===== config.mk =====
export PLATFORM = sky130hd
export DESIGN_NAME = alu_arbiter
export DESIGN_NICKNAME = d
export VERILOG_FILES = /design/src/rtl/alu_arbiter.sv
export SDC_FILE = /design/constraint.sdc
export NUM_CORES = 1
export LEC_CHECK = 0
export CORE_AREA = 2 2 117 119
export DETAILED_ROUTE_END_ITERATION = 8
export DIE_AREA = 0 0 119 121
export PLACE_DENSITY_LB_ADDON = 0.15
export SLEW_MARGIN = 0
export SYNTH_ARGS = -nofsm -noshare
export SYNTH_HDL_FRONTEND = slang
export SYNTH_SLANG_ARGS = --single-unit

===== constraint.sdc =====
create_clock -name clk -period 1.27 [get_ports clk]
set_input_delay 0.1905 -clock clk [delete_from_list [all_inputs] [get_ports clk]]
set_output_delay 0.1905 -clock clk [all_outputs]
set_load 0.05 [all_outputs]

===== src/rtl/alu_arbiter.sv =====
// Round-robin (or fixed-priority with ALU_ARB_FIXED_PRIO_EN) arbiter that
// shares one combinational ALU between two valid/ready requesters.
module alu_arbiter #(
  parameter int DATA_W = 32,
  parameter int OP_W   = 4
) (
  input  logic              clk,
  input  logic              reset_n,
  input  logic              req0_valid,
  output logic              req0_ready,
  input  logic [OP_W-1:0]   req0_aluop,
  input  logic [DATA_W-1:0] req0_a,
  input  logic [DATA_W-1:0] req0_b,
  input  logic              req1_valid,
  output logic              req1_ready,
  input  logic [OP_W-1:0]   req1_aluop,
  input  logic [DATA_W-1:0] req1_a,
  input  logic [DATA_W-1:0] req1_b,
  output logic              rsp0_valid,
  input  logic              rsp0_ready,
  output logic              rsp1_valid,
  input  logic              rsp1_ready,
  output logic [DATA_W-1:0] rsp_result,
  output logic              rsp_zero,
  output logic [OP_W-1:0]   alu_aluop,
  output logic [DATA_W-1:0] alu_a,
  output logic [DATA_W-1:0] alu_b,
  input  logic [DATA_W-1:0] alu_result,
  input  logic              alu_zero,
  output logic              busy
);

  typedef enum logic [1:0] {IDLE, EXEC, RESP} state_t;

  typedef struct packed {
    logic [OP_W-1:0]   op;
    logic [DATA_W-1:0] a;
    logic [DATA_W-1:0] b;
  } req_t;

  state_t            r_state, w_state_nxt;
  logic              r_owner;
  logic              w_grant0, w_grant1, w_accept;
  req_t              r_alu, w_req_sel;
  logic [DATA_W-1:0] r_rsp_result;
  logic              r_rsp_zero;

`ifdef ALU_ARB_FIXED_PRIO_EN
  assign w_grant0 = req0_valid;
`else
  logic r_last_grant;

  // Ties go to whoever was not served last; single requests always win.
  assign w_grant0 = req0_valid && (!req1_valid || r_last_grant);

  always_ff @(posedge clk) begin
    if (!reset_n)      r_last_grant <= 1'b1;
    else if (w_accept) r_last_grant <= w_grant1;
  end
`endif

  assign w_grant1  = req1_valid && !w_grant0;
  assign w_req_sel = w_grant0 ? req_t'{req0_aluop, req0_a, req0_b}
                              : req_t'{req1_aluop, req1_a, req1_b};

  // Handshake outputs are gated by reset_n so nothing fires while reset is held.
  always_comb begin
    w_state_nxt = r_state;
    w_accept    = 1'b0;
    req0_ready  = 1'b0;
    req1_ready  = 1'b0;
    rsp0_valid  = 1'b0;
    rsp1_valid  = 1'b0;
    case (r_state)
      IDLE: begin
        req0_ready = reset_n && w_grant0;
        req1_ready = reset_n && w_grant1;
        w_accept   = reset_n && (w_grant0 || w_grant1);
        if (w_accept) w_state_nxt = EXEC;
      end
      EXEC: w_state_nxt = RESP;
      RESP: begin
        rsp0_valid = reset_n && !r_owner;
        rsp1_valid = reset_n &&  r_owner;
        if (r_owner ? rsp1_ready : rsp0_ready) w_state_nxt = IDLE;
      end
      default: w_state_nxt = IDLE;
    endcase
  end

  always_ff @(posedge clk) begin
    if (!reset_n) begin
      r_state      <= IDLE;
      r_owner      <= 1'b0;
      r_alu        <= '0;
      r_rsp_result <= '0;
      r_rsp_zero   <= 1'b0;
    end else begin
      r_state <= w_state_nxt;
      if (w_accept) begin
        r_alu   <= w_req_sel;
        r_owner <= w_grant1;
      end
      if (r_state == EXEC) begin
        r_rsp_result <= alu_result;
        r_rsp_zero   <= alu_zero;
      end
    end
  end

  assign alu_aluop  = r_alu.op;
  assign alu_a      = r_alu.a;
  assign alu_b      = r_alu.b;
  assign rsp_result = r_rsp_result;
  assign rsp_zero   = r_rsp_zero;
  assign busy       = (r_state != IDLE);

endmodule

==> results.md <==
* Status: finished with violations
* Failing checks: setup timing
* Final Power at about 0.011 W
* First-pass GRT wire length at approximately 24000 microns
* Gr usage total at roughly a fifth
* Top delay family on crit path: simple AND/OR/NAND/NOR gates
* DP Wirelength at between 10000 and 15000 microns
* Clock H-tree levels at 3
* Clk sinks at between 100 and 150
* Vias at 4602
* Synthesis-stage register bit count at about 110
* Buf/Inv on CP at 1
* Largest net degree at the start of global routing at 39
* Slew Limit Fails at 0
* Final hold vios at 0
* Syn_nets at roughly 650
* WL/cell at between 15 and 20 microns
* Total gr overflow at 0
* Gpl congestion at between 0.7 and 0.8
* Area grow syn2layout at 125%
* Layout cell share with drive strength beyond 1 at between 30% and 40%
* Syn_area_per_cell at 8.95 sq um
* Clk slew on worst S/H paths at approximately 70 ps
* Register Area at 0.00211 sq mm
* CTS tree: yes
* Post-synth EDFFs at 0
* Total Routed Length at ~17000 microns
* Post-synth cell types at 24
* Max cap viols at 0
* Fmax at 650 MHz
* Slowest stage delay, CP at roughly 360 ps
* Layout fillers at 915
* FP Rows at 42
* Crit. End Element: output port
* CP Data Arrival Time at around 1400 ps
* Die Ht at 121 microns
* Worst-margin pin slew at slightly below 500 ps
* Fin crit share at 121%
* Pwr Density at ~1200 mW/mm^2
* Total CTS buffers at 9
* Leakage at between 3 and 4 nW
* Final Skew at roughly 4.0 ps
* Syn Inst Count at around 470
* Final setup fails at 76
* Pre-CTS WS at -624 ps
* Final WS setup at -269 ps
* Clock root buffer: clkbuf_16
* Worst-path maximum fanout at 4
* Slew headroom at between 60 and 70%
* Critical-path cell list: or2_4 > nor3_4 > buf_6
* # diodes at 0
* RSZ-0062 raised after global routing: true
* Die area at between 0.01 and 0.015 sq mm
* Multi-input logic area at ~0.0022 sq mm
* Crit path kind: reg2out
* CP max-delay cell: dfxtp_4
* Ys flop type: dfxtp_1
* CTS Buffer Depth at 2
* Final ANT Viol Nets at 0
* Startpoint Class: flip-flop
* Drt drc at 0
* Detailed Route Iter0 Violations at 140
* Post-route minimum period at approximately 1500 ps
* DR vias/cell at a little under 5
* Hold Path Class: in2reg
* Initial antenna violation count at 0
* Die W at between 100 and 150 microns
* Ports at roughly 280
* Core area at 0.0131 sq mm
* Async SR Flop Fraction at 0%
* Sequential fraction of the synthesis area at between 40% and 50%
* First-pass detailed-route iteration total at 6
* Worst VDD drop at between 600 and 700 uV
* Nets at approximately 950
* Cell area after synthesis at between 0.004 and 0.005 sq mm
* Starting density of the core at between 30% and 40%
* Synthesis Warnings at 0
* Via count of the first global-routing pass at ~4700
* I/O Buffers at 280
* Worst-Skew Late Latency at about 360 ps
* Data required time of the worst path at 1080 ps
## state kept, by name (all words and copies together), names as in the netlist
register      count
alu_a            32
alu_b            32
rsp_result       32
alu_aluop         4
r_state           2
r_last_grant      1
r_owner           1
rsp_zero          1
## layout make-up
type	instances	share of cell area, %
Clock buffer	11	2.44
Sequential cell	105	22.2
Inverter	4	0.158
Timing Repair Buffer	333	49.1
Clock inverter	5	0.328
Multi-Input combinational cell	323	23.5
Tap cell	176	2.31
## placed cells by master, fill, tap and decap left out, drive strengths merged
master	synthesis	routed
buf	29	153
o21ai	72	72
clkbuf	13	18
nand2b	2	2
nor3b	1	1
nor2b	2	2
a211oi	1	1
inv	4	5
mux2i	68	68
nand2	69	69
or2	1	1
clkdlybuf4s50	0	171
clkinv	0	3
nand3	69	69
a21oi	33	33
dfxtp	105	105
nor3	2	2
nor2	3	3
dlygate4sd2	0	2
clkinvlp	0	1
## path summary, 6_finish.rpt
check	slack (ps)	to	from	cells past startpoint
hold / removal	270	r_owner	reset_n	3
hold reg to reg	490	rsp_result[8]	rsp_result[8]	2
setup reg to reg	-220	alu_b[15]	r_state[0]	7
setup / recovery	-270	req0_ready	r_state[1]	3
## synth_stat cells, drive strengths merged (2+ instances only)
cell    number  area share (%)
nand3       69             8.1
buf         29             4.4
nand2b       2            0.29
dfxtp      105              50
mux2i       68              16
clkbuf      13             1.3
inv          4            0.35
a21oi       33             3.9
nor2         3            0.27
nand2       69             6.1
o21ai       72             8.6
nor3         2            0.24
nor2b        2            0.29
## tightest hold or removal path, stage by stage
cell	delay (ps)
buf_2	150
nand2_1	140
o21ai_0	90
## through the flow
| step | hold WS, ps | setup TNS, ps | instance area [sq um] | cells | utilization (%) |
|---|---|---|---|---|---|
| 2_1_floorplan | 327 | -170 | 4280 | 474 | - |
| 3_3_place_gp | 479 | -28230 | 8380 | 909 | 64.0 |
| 3_5_place_dp | 483 | -29440 | 8380 | 909 | 64.0 |
| 4_1_cts | 264 | -8270 | 9100 | 947 | 69.6 |
| 5_1_grt | 289 | -17630 | 9530 | 957 | 72.8 |
| 6_report | 269 | -11640 | 9530 | 957 | 72.8 |
## repair_timing
| item | 4_1_cts | 5_1_grt |
|---|---|---|
| gates cloned | 7 | 10 |
| hold buffers | 0 | 0 |
| endpoints found under the hold margin | 0 | 0 |
| setup endpoints to repair | 75 | 76 |
| gates resized for setup | 40 | 80 |
| pin swaps | 11 | 23 |
| buffers inserted | 16 | 3 |
## layer usage
| metal | vias up | GRT usage, % | part of all wire (%) |
|---|---|---|---|
| met5 | - | 0 | 0 |
| met4 | 0 | 8.78 | 2.2 |
| met3 | 22 | 6.72 | 7.6 |
| met2 | 185 | 39.5 | 51 |
| met1 | 2142 | 22.0 | 39 |
| li1 | 2253 | - | - |
## report_power, final
| group | switching [W] | internal [W] | leakage, nW |
|---|---|---|---|
| logic | 0.00229 | 0.00254 | 2.87 |
| registers | 0.000396 | 0.00365 | 0.867 |
| clock network | 0.00127 | 0.00133 | 0.130 |
| total | 0.00395 | 0.00752 | 3.86 |
## cells by family after synthesis
kind of cell	count (synthesis)	share of synthesized area, %
and+or+nand+nor	149	15.8
buffers and inverters	46	5.99
DFF	105	49.5
AOI/OAI and AO/OA	106	12.7
muxes	68	16.0
No activity file was read; power rests on OpenSTA's default activity.
